==> config.mk <==
export PLATFORM = sky130hd
export DESIGN_NAME = spi_shared_arb
export DESIGN_NICKNAME = d
export VERILOG_FILES = /design/src/rtl/spi_shared_arb.sv
export SDC_FILE = /design/constraint.sdc
export NUM_CORES = 1
export LEC_CHECK = 0
export ABC_AREA = 1
export CORE_MARGIN = 5
export CORE_UTILIZATION = 52
export CTS_CLUSTER_SIZE = 20
export DETAILED_ROUTE_END_ITERATION = 16
export HOLD_SLACK_MARGIN = 0.05
export PLACE_DENSITY = 0.95
export SETUP_SLACK_MARGIN = 0.2
export SLEW_MARGIN = 20
export SYNTH_ARGS = -nofsm -noshare
export SYNTH_HDL_FRONTEND = slang
export SYNTH_SLANG_ARGS = --single-unit
==> constraint.sdc <==
create_clock -name clk -period 3.2 [get_ports clk]
set_clock_uncertainty 0.15 [all_clocks]
set_input_delay 0.48 -clock clk [delete_from_list [all_inputs] [get_ports clk]]
set_output_delay 0.48 -clock clk [all_outputs]
set_load 0.01 [all_outputs]
==> src/rtl/spi_shared_arb.sv <==
// spi_shared_arb: round-robin sharing of one 16-bit SPI master between the inertial and A2D requesters,
// with slave-select routing, read-data return and a watchdog that aborts a hung transaction.
module spi_shared_arb #(
  parameter int CMD_W   = 16,
  parameter int TIMEOUT = 4096
) (
  input  logic             clk,
  input  logic             rst_n,
  input  logic             wrt_inert,
  input  logic [CMD_W-1:0] cmd_inert,
  output logic             done_inert,
  output logic [CMD_W-1:0] rd_inert,
  input  logic             wrt_a2d,
  input  logic [CMD_W-1:0] cmd_a2d,
  output logic             done_a2d,
  output logic [CMD_W-1:0] rd_a2d,
  output logic             wrt_spi,
  output logic [CMD_W-1:0] cmd_spi,
  input  logic             done_spi,
  input  logic [CMD_W-1:0] rd_spi,
  input  logic             SS_n_spi,
  output logic             SS_inert_n,
  output logic             SS_a2d_n,
  output logic             err
);
  localparam int WD_W = (TIMEOUT > 1) ? $clog2(TIMEOUT) : 1;
  localparam logic [WD_W-1:0] WD_MAX = WD_W'(TIMEOUT - 1);
  localparam logic INERT = 1'b0;
  localparam logic A2D   = 1'b1;

  typedef enum logic [1:0] {IDLE, LAUNCH, WAIT} state_t;

  state_t           state_q, state_d;
  logic             gnt_q, gnt_d, last_gnt_q, last_gnt_d;
  logic             pend_inert_q, pend_inert_d, pend_a2d_q, pend_a2d_d;
  logic [CMD_W-1:0] cmd_inert_q, cmd_inert_d, cmd_a2d_q, cmd_a2d_d;
  logic [CMD_W-1:0] cmd_spi_q, cmd_spi_d;
  logic [CMD_W-1:0] rd_inert_q, rd_inert_d, rd_a2d_q, rd_a2d_d;
  logic             wrt_spi_q, wrt_spi_d, err_q, err_d;
  logic             done_inert_q, done_inert_d, done_a2d_q, done_a2d_d;
  logic [WD_W-1:0]  wd_q, wd_d;
  logic             nxt, fin, busy;

  // Tie goes to whoever was not served last; otherwise the lone pending requester.
  assign nxt  = (pend_inert_q && pend_a2d_q) ? ~last_gnt_q : pend_a2d_q;
  assign fin  = (state_q == WAIT) && (done_spi || wd_q == WD_MAX);
  assign busy = state_q != IDLE;

  always_comb begin
    state_d      = state_q;
    gnt_d        = gnt_q;
    last_gnt_d   = last_gnt_q;
    cmd_spi_d    = cmd_spi_q;
    wrt_spi_d    = 1'b0;
    wd_d         = (state_q == WAIT) ? wd_q + 1'b1 : '0;
    pend_inert_d = (pend_inert_q || wrt_inert) && !(fin && gnt_q == INERT);
    pend_a2d_d   = (pend_a2d_q || wrt_a2d) && !(fin && gnt_q == A2D);
    cmd_inert_d  = (wrt_inert && !pend_inert_q) ? cmd_inert : cmd_inert_q;
    cmd_a2d_d    = (wrt_a2d && !pend_a2d_q) ? cmd_a2d : cmd_a2d_q;
    done_inert_d = fin && gnt_q == INERT;
    done_a2d_d   = fin && gnt_q == A2D;
    err_d        = fin && !done_spi;
    rd_inert_d   = (done_inert_d && done_spi) ? rd_spi : rd_inert_q;
    rd_a2d_d     = (done_a2d_d && done_spi) ? rd_spi : rd_a2d_q;
    case (state_q)
      IDLE: if (pend_inert_q || pend_a2d_q) begin
        state_d    = LAUNCH;
        gnt_d      = nxt;
        last_gnt_d = nxt;
        cmd_spi_d  = nxt ? cmd_a2d_q : cmd_inert_q;
        wrt_spi_d  = 1'b1;
      end
      LAUNCH:  state_d = WAIT;
      WAIT:    state_d = fin ? IDLE : WAIT;
      default: state_d = IDLE;
    endcase
  end

  always_ff @(posedge clk or negedge rst_n) begin
    if (!rst_n) begin
      state_q      <= IDLE;
      gnt_q        <= INERT;
      last_gnt_q   <= A2D;
      pend_inert_q <= 1'b0;
      pend_a2d_q   <= 1'b0;
      cmd_inert_q  <= '0;
      cmd_a2d_q    <= '0;
      cmd_spi_q    <= '0;
      rd_inert_q   <= '0;
      rd_a2d_q     <= '0;
      wrt_spi_q    <= 1'b0;
      done_inert_q <= 1'b0;
      done_a2d_q   <= 1'b0;
      err_q        <= 1'b0;
      wd_q         <= '0;
    end else begin
      state_q      <= state_d;
      gnt_q        <= gnt_d;
      last_gnt_q   <= last_gnt_d;
      pend_inert_q <= pend_inert_d;
      pend_a2d_q   <= pend_a2d_d;
      cmd_inert_q  <= cmd_inert_d;
      cmd_a2d_q    <= cmd_a2d_d;
      cmd_spi_q    <= cmd_spi_d;
      rd_inert_q   <= rd_inert_d;
      rd_a2d_q     <= rd_a2d_d;
      wrt_spi_q    <= wrt_spi_d;
      done_inert_q <= done_inert_d;
      done_a2d_q   <= done_a2d_d;
      err_q        <= err_d;
      wd_q         <= wd_d;
    end
  end

  // Only the granted device ever sees the master's select, so both can never be low together.
  assign SS_inert_n = ~(busy && gnt_q == INERT) | SS_n_spi;
  assign SS_a2d_n   = ~(busy && gnt_q == A2D) | SS_n_spi;
  assign wrt_spi    = wrt_spi_q;
  assign cmd_spi    = cmd_spi_q;
  assign done_inert = done_inert_q;
  assign done_a2d   = done_a2d_q;
  assign rd_inert   = rd_inert_q;
  assign rd_a2d     = rd_a2d_q;
  assign err        = err_q;
endmodule

==> flow_metrics.tcl, run 1 <==
set metrics [dict create \
    synthToLayoutAreaGrowth_pct 32.4 \
    die_area_sq_um 9850 \
    rsz0062_at_grt "no" \
    syn_inst 426 \
    post_cts_buffers 0 \
    avgSynthCellArea_sq_um 9.72 \
    vdd_drop_max_v 0.000459 \
    place_hpwl_mm 6.71 \
    yosysSeqAreaShare_pct 61.7 \
    synth_compound_area_share_pct 9.12 \
    clk_pin_slew_ns 0.09 \
    layout_commonest_cell "clkdlybuf4s50_1" \
    drive_above_1_share_pct 10.2 \
    syn_nets 481 \
    cp-end-kind "output pin" \
    seq_power_share_pct 43.3 \
    fmax_mhz 440 \
    num-fill-cells 536 \
    net-switching-power_uw 1740 \
    finalSetupTns_ns 0 \
    die_w_um 99.2 \
    seqCellArea_sq_um 2550 \
    post_cts_resized 0 \
    htree_levels 3 \
    r2r_setup_slack_ns 1.22 \
    hp-class "in2async" \
    rows 32 \
    cp-start-kind "flip-flop" \
    critPathMaxFanout 4 \
    crit_type "reg2out" \
    switching_share_pct 35.0 \
    status "finished clean" \
    ys_ff_latch 102 \
    cts_tree "done" \
    fin_nets 587 \
    instances_no_fill 639 \
    p_int_uw 3240 \
    clock_latency_ns 0.35 \
    clk_path_buf_depth 2 \
    leakage_uw 0.00254 \
    power_uw 4980 \
    drt-vias-per-instance 5.11 \
    maxSlewHeadroom_pct 40.8 \
    max-cap-violations 0 \
    grt_first_pass_wirelength_mm 15.8 \
    cts_buffers 9 \
    track_usage_pct 20.3 \
    initial_core_util_pct 53.6 \
    synthMuxAreaShare_pct 6.80 \
    comb_power_share_pct 40.5 \
    cts_num_sinks 102 \
    yosysWarningCount 0 \
    arrival_ns 1.64 \
    routed_wirelength_mm 9.45 \
    firstDrtPassIters 4 \
    gp_congestion 0.828 \
    synthAdderAreaFrac_pct 0.302 \
    clkPwrFrac_pct 16.2 \
    port_buffers 107 \
    place_inst 623 \
    diodes 0 \
    grt_pass1_vias 3412 \
    layout_common_cells "clkdlybuf4s50_1 (106), dfrtp_1 (101), nand2_1 (89), nor2_1 (53), inv_1 (46)" \
    route.detailed.drc 0 \
    multi_input_area_sq_um 1330 \
    wl_per_cell_um 14.8 \
    drt_first_iter_violations 150 \
    synth_cell_types 23 \
    worst_pin_slew_ns 0.887 \
    dieHeight_um 99.2 \
    ctsHoldBuffers 0 \
    antenna_found_initial 0 \
    fp.coreArea_sq_um 7730 \
    synth_area_sq_um 4140 \
    cts_root_buf "clkbuf_8" \
    worstPathRequired_ns 2.57 \
    synth_top_family_by_area "simple AND/OR/NAND/NOR gates" \
    synth_xor_xnor_area_share_pct 0.211 \
    boundaryPins 108 \
    finalHoldViolations 0 \
    finalSetupViolations 0 \
    fin_crit_sh_pct 71.1 \
    overflow 0 \
    grt_max_degree 93 \
    ant_nets 0 \
    powerDensity_nw_per_um2 907 \
    slew_viol_final 0 \
    period_minus_slack_ns 2.27 \
    num_vias 3267 \
    yosys.area_share.simple_pct 15.7 \
]
## worst paths after layout
path | from | to | cells past startpoint
min reg2reg | wd_q[0]$_DFF_PN0_ | wd_q[0]$_DFF_PN0_ | 1
max in group asynchronous | rst_n | rd_a2d[13]$_DFFE_PN0P_ | 2
max | state_q[0]$_DFFE_PN0P_ | SS_a2d_n | 3
min in group clk | wd_q[0]$_DFF_PN0_ | wd_q[0]$_DFF_PN0_ | 1
max reg2reg | state_q[0]$_DFFE_PN0P_ | cmd_spi[2]$_DFFE_PN0P_ | 5
min | rst_n | cmd_inert_q[10]$_DFFE_PN0P_ | 1
## synth_stat cells
| library cell | instances | area, sq um |
|---|---|---|
| a21oi_1 | 29 | 145 |
| a21oi_4 | 2 | 32.5 |
| buf_2 | 2 | 10.0 |
| buf_4 | 3 | 22.5 |
| buf_6 | 1 | 11.3 |
| clkbuf_1 | 9 | 33.8 |
| dfrtp_1 | 101 | 2530 |
| dfstp_2 | 1 | 26.3 |
| ha_1 | 1 | 12.5 |
| inv_1 | 46 | 173 |
| inv_2 | 2 | 7.51 |
| mux2_2 | 25 | 282 |
| nand2_1 | 89 | 334 |
| nand2_2 | 1 | 6.26 |
| nand3_1 | 11 | 55.1 |
| nand4_1 | 2 | 12.5 |
| nor2_1 | 53 | 199 |
| nor2_2 | 1 | 6.26 |
| nor3_1 | 3 | 15.0 |
| o21ai_0 | 40 | 200 |
| or2_2 | 2 | 12.5 |
| or2_4 | 1 | 8.76 |
| xor2_1 | 1 | 8.76 |
## metal layers
metal,vias to the layer above,GRT usage (%),share of wire [%]
met1,1579,24.7,41
met3,18,5.61,6.0
li1,1562,-,-
met5,-,0,0
met4,0,8.51,2.3
met2,108,34.1,51
## power by group through the flow
stage | clock [uW] | sequential (uW) | combinational, uW
after detailed placement | 0 | 2170 | 2030
after global placement | 0 | 2140 | 1950
final | 805 | 2160 | 2020
after floorplan | 0 | 2250 | 992
after global routing | 870 | 2220 | 2250
after CTS | 818 | 2150 | 2040
## sequential cells by signal, indices dropped and copies added (netlist names)
| signal | flops |
|---|---|
| rd_inert | 16 |
| done_a2d | 1 |
| err | 1 |
| cmd_inert_q | 16 |
| pend_inert_q | 1 |
| rd_a2d | 16 |
| last_gnt_q | 1 |
| cmd_a2d_q | 16 |
| pend_a2d_q | 1 |
| state_q | 2 |
| wrt_spi | 1 |
| gnt_q | 1 |
| done_inert | 1 |
| cmd_spi | 16 |
| wd_q | 12 |
## worst max-delay path, cell delays in order (launching register included)
cell and delay, ns:
dfrtp_1 0.41, or2_4 0.27, nand3_1 0.08, clkdlybuf4s50_1 0.54
## metrics by stage
stage	util, %	worst slack (ns)	cell area, sq um	hold WS, ns
after global placement	68.4	0.991	5280	0.294
final	71.0	0.925	5490	0.0245
after detailed placement	68.4	0.955	5280	0.316
after global routing	71.0	0.868	5490	0.0954
after floorplan	-	1.76	4140	0.0344
after CTS	70.9	0.894	5480	0.207
## layout make-up
type                    instances  area share, %
clock buffers                  10           2.51
clock inverters                 6           1.12
inverters                      48           3.28
multi-input cells             261           24.2
flip-flops and latches        102           46.6
well taps                     102           2.33
repair buffers                110           20.0
## cell families after synthesis
| kind of cell | count (synthesis) |
|---|---|
| AOI/OAI and AO/OA | 71 |
| xor gates and xnor gates | 1 |
| adders and majority gates | 1 |
| buffers and inverters | 63 |
| DFF | 102 |
| muxes | 25 |
| and+or+nand+nor | 163 |
Power figures use the tool's default switching activity.
==> run 2: changes to the inputs <==
--- a/config.mk
+++ b/config.mk
@@ -7,11 +7,11 @@
 export LEC_CHECK = 0
 export ABC_AREA = 1
 export CORE_MARGIN = 5
-export CORE_UTILIZATION = 52
+export CORE_UTILIZATION = 48
 export CTS_CLUSTER_SIZE = 20
 export DETAILED_ROUTE_END_ITERATION = 16
 export HOLD_SLACK_MARGIN = 0.05
-export PLACE_DENSITY = 0.95
+export PLACE_DENSITY = 0.91
 export SETUP_SLACK_MARGIN = 0.2
 export SLEW_MARGIN = 20
 export SYNTH_ARGS = -nofsm -noshare
==> constraint.sdc (replaced) <==
create_clock -name clk -period 2.35 [get_ports clk]
set_clock_uncertainty 0.15 [all_clocks]
set_input_delay 0.3525 -clock clk [delete_from_list [all_inputs] [get_ports clk]]
set_output_delay 0.3525 -clock clk [all_outputs]
set_load 0.01 [all_outputs]
==> flow_metrics.tcl, run 2 (same netlist as run 1, synthesis figures left out) <==
set metrics [dict create \
    finalHoldViolations 0 \
    routed_wirelength_mm 9.33 \
    firstDrtPassIters 4 \
    route.detailed.drc 0 \
    fmax_mhz 537 \
    max_stage_delay_ns 0.41 \
    rsz0062_at_grt "no" \
    leakage_uw 0.00254 \
    layout_commonest_cell "clkdlybuf4s50_1" \
    synthToLayoutAreaGrowth_pct 32.8 \
    fin_ws_ns 0.487 \
    power_uw 6650 \
    period_minus_slack_ns 1.86 \
    layout_common_cells "clkdlybuf4s50_1 (104), dfrtp_1 (101), nand2_1 (89), nor2_1 (53), inv_1 (46)" \
    track_usage_pct 18.5 \
    rows 33 \
    fin_crit_sh_pct 79.3 \
    cpLargestDelayFamily "flip-flops" \
    clk_pin_slew_ns 0.10 \
    boundaryPins 108 \
    worst_pin_slew_ns 0.565 \
    ant_nets 0 \
    hp-class "in2async" \
    vdd_drop_max_v 0.000557 \
    gp_congestion 0.859 \
    critPathMaxFanout 4 \
    final_cell_area_sq_um 5500 \
    fin_nets 591 \
    overflow 0 \
    place_inst 629 \
    finalSetupViolations 0 \
    fp.coreArea_sq_um 8300 \
    clock_latency_ns 0.35 \
    cts_buffers 9 \
    die_area_sq_um 10600 \
    cp-start-kind "flip-flop" \
    arrival_ns 1.36 \
    cp-end-kind "output pin" \
    grt_first_pass_wirelength_mm 15.4 \
    dp_slack_ns 0.388 \
    initial_core_util_pct 49.9 \
    dpl_cell_area_sq_um 5320 \
    cts_num_sinks 102 \
    drt-vias-per-instance 4.97 \
    place_hpwl_mm 6.75 \
    grt_max_degree 51 \
    clk_path_buf_depth 2 \
    cts_root_buf "clkbuf_8" \
    drive_above_1_share_pct 10.4 \
    max-cap-violations 0 \
    powerDensity_nw_per_um2 1210 \
    dieHeight_um 103 \
    maxSlewHeadroom_pct 62.3 \
    die_w_um 103 \
    htree_levels 3 \
    num_vias 3206 \
    grt_pass1_vias 3310 \
    critPathBufInv 1 \
    crit_type "reg2out" \
    slowest_stage "dfrtp_1" \
    cts_tree "done" \
    drt_first_iter_violations 85 \
    instances_no_fill 645 \
    port_buffers 107 \
    wl_per_cell_um 14.5 \
    slew_viol_final 0 \
    worstPathRequired_ns 1.85 \
    crit_chain "or2_4 > nand3_1 > dlygate4sd2_1" \
    antenna_found_initial 0 \
    finalSetupTns_ns 0 \
    diodes 0 \
    status "finished clean" \
]
==> run 2: changes by cell type in the layout (fill, tap and decap cells not counted), moves of 2 or more <==
cell             before  now
dlygate4sd2_1         0    2
clkinvlp_4            1    3
buf_4                 3    6
clkdlybuf4s50_1     106  104
clkinv_2              3    0
==> run 2: routing by layer <==
metal | global-route usage, % | wire length [um] | vias to the layer above
met5 | 0 | 0 | -
met4 | 5.38 | 93 | 0
met3 | 4.26 | 526 | 6
met2 | 30.9 | 4780 | 85
met1 | 24.3 | 3930 | 1551
li1 | - | - | 1564
==> run 2: stage by stage <==
stage          hold slack (ns)  util, %
2_1_floorplan          -0.0931        -
3_3_place_gp             0.156     64.1
3_5_place_dp             0.157     64.1
4_1_cts                  0.303     66.3
5_1_grt                  0.349     66.3
6_report                 0.316     66.3
==> run 2: final cells by class <==
| type | instances | area (sq um) |
|---|---|---|
| Clock buffer | 11 | 141 |
| Clock inverter | 4 | 31.3 |
| Fill cell | 643 | 2800 |
| Inverter | 48 | 180 |
| Multi-Input combinational cell | 261 | 1330 |
| Sequential cell | 102 | 2550 |
| Tap cell | 105 | 131 |
| Timing Repair Buffer | 114 | 1130 |
==> run 2: where the power goes <==
group	switching (uW)	internal [uW]	total [uW]
clock network	567	413	980
logic	1360	1390	2750
registers	415	2500	2920
==> run 2: final timing paths <==
| path | startpoint | to | slack [ns] | cells past startpoint |
|---|---|---|---|---|
| min in group clk | wd_q[0]$_DFF_PN0_ | wd_q[0]$_DFF_PN0_ | 0.32 | 1 |
| worst min-delay path | rst_n | cmd_a2d_q[6]$_DFFE_PN0P_ | 0.32 | 2 |
| worst max register to register | pend_inert_q$_DFF_PN0_ | cmd_spi[1]$_DFFE_PN0P_ | 0.55 | 6 |
| worst min register to register | wd_q[0]$_DFF_PN0_ | wd_q[0]$_DFF_PN0_ | 0.32 | 1 |
| max in group asynchronous | rst_n | wrt_spi$_DFF_PN0_ | 1.08 | 3 |
| worst max-delay path | state_q[0]$_DFFE_PN0P_ | SS_a2d_n | 0.49 | 3 |
==> run 2: what timing repair did <==
action	4_1_cts	5_1_grt
endpoints found under the hold margin	27	0
setup endpoints to repair	2	0
hold buffers	1	0
buffers inserted	0	0
resized for setup	2	0
==> run 2: worst reg2reg max path: cells and delay by family, from the launching register on <==
kind / cells / cell delay, ns
buffers and inverters: 1 / 0.26
DFF: 1 / 0.43
AOI/OAI and AO/OA: 2 / 0.63
and+or+nand+nor: 3 / 0.25
==> run 3: changes to the inputs <==
--- a/config.mk
+++ b/config.mk
@@ -7,11 +7,11 @@
 export LEC_CHECK = 0
 export ABC_AREA = 1
 export CORE_MARGIN = 5
-export CORE_UTILIZATION = 48
+export CORE_UTILIZATION = 44
 export CTS_CLUSTER_SIZE = 20
 export DETAILED_ROUTE_END_ITERATION = 16
 export HOLD_SLACK_MARGIN = 0.05
-export PLACE_DENSITY = 0.91
+export PLACE_DENSITY = 0.88
 export SETUP_SLACK_MARGIN = 0.2
 export SLEW_MARGIN = 20
 export SYNTH_ARGS = -nofsm -noshare
==> constraint.sdc (replaced) <==
create_clock -name clk -period 1.6 [get_ports clk]
set_clock_uncertainty 0.15 [all_clocks]
set_input_delay 0.24 -clock clk [delete_from_list [all_inputs] [get_ports clk]]
set_output_delay 0.24 -clock clk [all_outputs]
set_load 0.01 [all_outputs]
==> flow_metrics.tcl, run 3 (same netlist as run 1, synthesis figures left out) <==
set metrics [dict create \
    finalSetupTns_ns -0.150 \
    antenna_found_initial 0 \
    rows 35 \
    maxSlewHeadroom_pct 74.7 \
    cts_root_buf "clkbuf_8" \
    grt_first_pass_wirelength_mm 18.2 \
    fp.coreArea_sq_um 9200 \
    dp_slack_ns -0.143 \
    die_area_sq_um 11500 \
    drt-vias-per-instance 5.18 \
    die_w_um 107 \
    fin_crit_sh_pct 102 \
    clk_path_buf_depth 2 \
    port_buffers 107 \
    synthToLayoutAreaGrowth_pct 53.2 \
    r2r_setup_slack_ns -0.03 \
    status "finished, violations left" \
    initial_core_util_pct 45.0 \
    powerDensity_nw_per_um2 1900 \
    crit_type "reg2reg" \
    cts_tree "done" \
    arrival_ns 1.75 \
    slowest_stage "dfrtp_1" \
    cts_num_sinks 102 \
    diodes 0 \
    gp_congestion 0.867 \
    boundaryPins 108 \
    cp-end-kind "flip-flop" \
    drt_first_iter_violations 185 \
    vdd_drop_max_v 0.000888 \
    dpl_cell_area_sq_um 5440 \
    worstPathRequired_ns 1.72 \
    r2r_cells 7 \
    finalSetupViolations 8 \
    hold_ws_ns 0.172 \
    postLayoutCoreUtil_pct 69.0 \
    worst_pin_slew_ns 0.380 \
    htree_levels 3 \
    cpLargestDelayFamily "simple AND/OR/NAND/NOR gates" \
    layout_commonest_cell "dfrtp_1" \
    dieHeight_um 107 \
    finalHoldViolations 0 \
    period_minus_slack_ns 1.63 \
    ant_nets 0 \
    slew_viol_final 0 \
    firstDrtPassIters 4 \
    grt_max_degree 48 \
    cts_buffers 9 \
    cp-start-kind "flip-flop" \
    clock_latency_ns 0.37 \
    fin_nets 637 \
    place_hpwl_mm 6.83 \
    route.detailed.drc 0 \
    violations "negative setup slack" \
    max-cap-violations 0 \
    wl_per_cell_um 17.3 \
    hp-class "in2async" \
    fmax_mhz 614 \
    final_cell_area_sq_um 6340 \
    r2r_start "state_q[0]$_DFFE_PN0P_" \
    overflow 0 \
    clk_pin_slew_ns 0.11 \
    leakage_uw 0.00301 \
    num_vias 3615 \
    critPathBufInv 2 \
    routed_wirelength_mm 12.1 \
    drive_above_1_share_pct 40.7 \
    track_usage_pct 20.2 \
    num-fill-cells 673 \
    crit_chain "or2_4 > a21oi_4 > buf_8 > buf_16 > nand2_1 > a21oi_2 > nor2_2" \
    fin_ws_ns -0.0299 \
    max_stage_delay_ns 0.41 \
    critPathMaxFanout 5 \
    layout_common_cells "dfrtp_1 (100), nand2_1 (52), clkdlybuf4s50_1 (52), inv_1 (42), nor2_1 (42)" \
    grt_pass1_vias 3716 \
    r2r-end "cmd_spi[6]$_DFFE_PN0P_" \
    rsz0062_at_grt "yes" \
]
run 3: final cells by class:
type,instances,area [sq um],area share [%]
sequential,102,2550,40.3
multi-input combinational,261,1720,27.0
timing repair buffer,160,1550,24.5
inverter,48,180,2.84
tap,111,139,2.19
clock buffer,10,138,2.17
clock inverter,6,65.1,1.03
run 3: worst max path at each step:
stage	from	end	slack, ns	depth (start not counted)
floorplan	state_q[0]$_DFFE_PN0P_	cmd_spi[0]$_DFFE_PN0P_	0.16	6
global placement	SS_n_spi	SS_inert_n	-0.13	4
detailed placement	SS_n_spi	SS_a2d_n	-0.14	4
CTS	state_q[0]$_DFFE_PN0P_	SS_a2d_n	-0.009	3
global route	state_q[1]$_DFFE_PN0P_	cmd_spi[3]$_DFFE_PN0P_	-0.1	7
finish	state_q[0]$_DFFE_PN0P_	cmd_spi[6]$_DFFE_PN0P_	-0.03	7
run 3: per-stage QoR:
| stage | cells | power [uW] |
|---|---|---|
| global route | 698 | 12800 |
| floorplan | 426 | 6480 |
| detailed placement | 640 | 8590 |
| finish | 698 | 12000 |
| global placement | 640 | 8420 |
| CTS | 679 | 11000 |
run 3: report_power, final:
| part | leakage (uW) | internal (uW) | switching [uW] |
|---|---|---|---|
| sequential | 0.00125 | 3680 | 739 |
| clock | 0.000104 | 655 | 967 |
| combinational | 0.00166 | 3050 | 2950 |
| total | 0.00301 | 7390 | 4660 |
run 3: timing repair:
| action | 4_1_cts | 5_1_grt |
|---|---|---|
| gates resized for setup | 208 | 142 |
| pin swaps | 6 | 15 |
| setup endpoints to repair | 112 | 117 |
| setup buffers | 18 | 13 |
| cloned | 4 | 6 |
| endpoints found under the hold margin | 102 | 0 |
| hold buffers | 1 | 0 |
run 3: worst register-to-register path: stages (launching register included):
cell,delay [ns]
dfrtp_1,0.41
or2_4,0.27
a21oi_4,0.15
buf_8,0.16
buf_16,0.13
nand2_1,0.08
a21oi_2,0.14
nor2_2,0.06
run 3: routing by layer:
layer / part of all wire, % / wire length, um / GRT usage [%] / vias to the layer above
li1: - / - / - / 1667
met1: 41 / 4970 / 25.5 / 1823
met2: 52 / 6260 / 34.9 / 107
met3: 5.0 / 608 / 3.19 / 18
met4: 1.9 / 230 / 7.76 / 0
met5: 0 / 0 / 0 / -
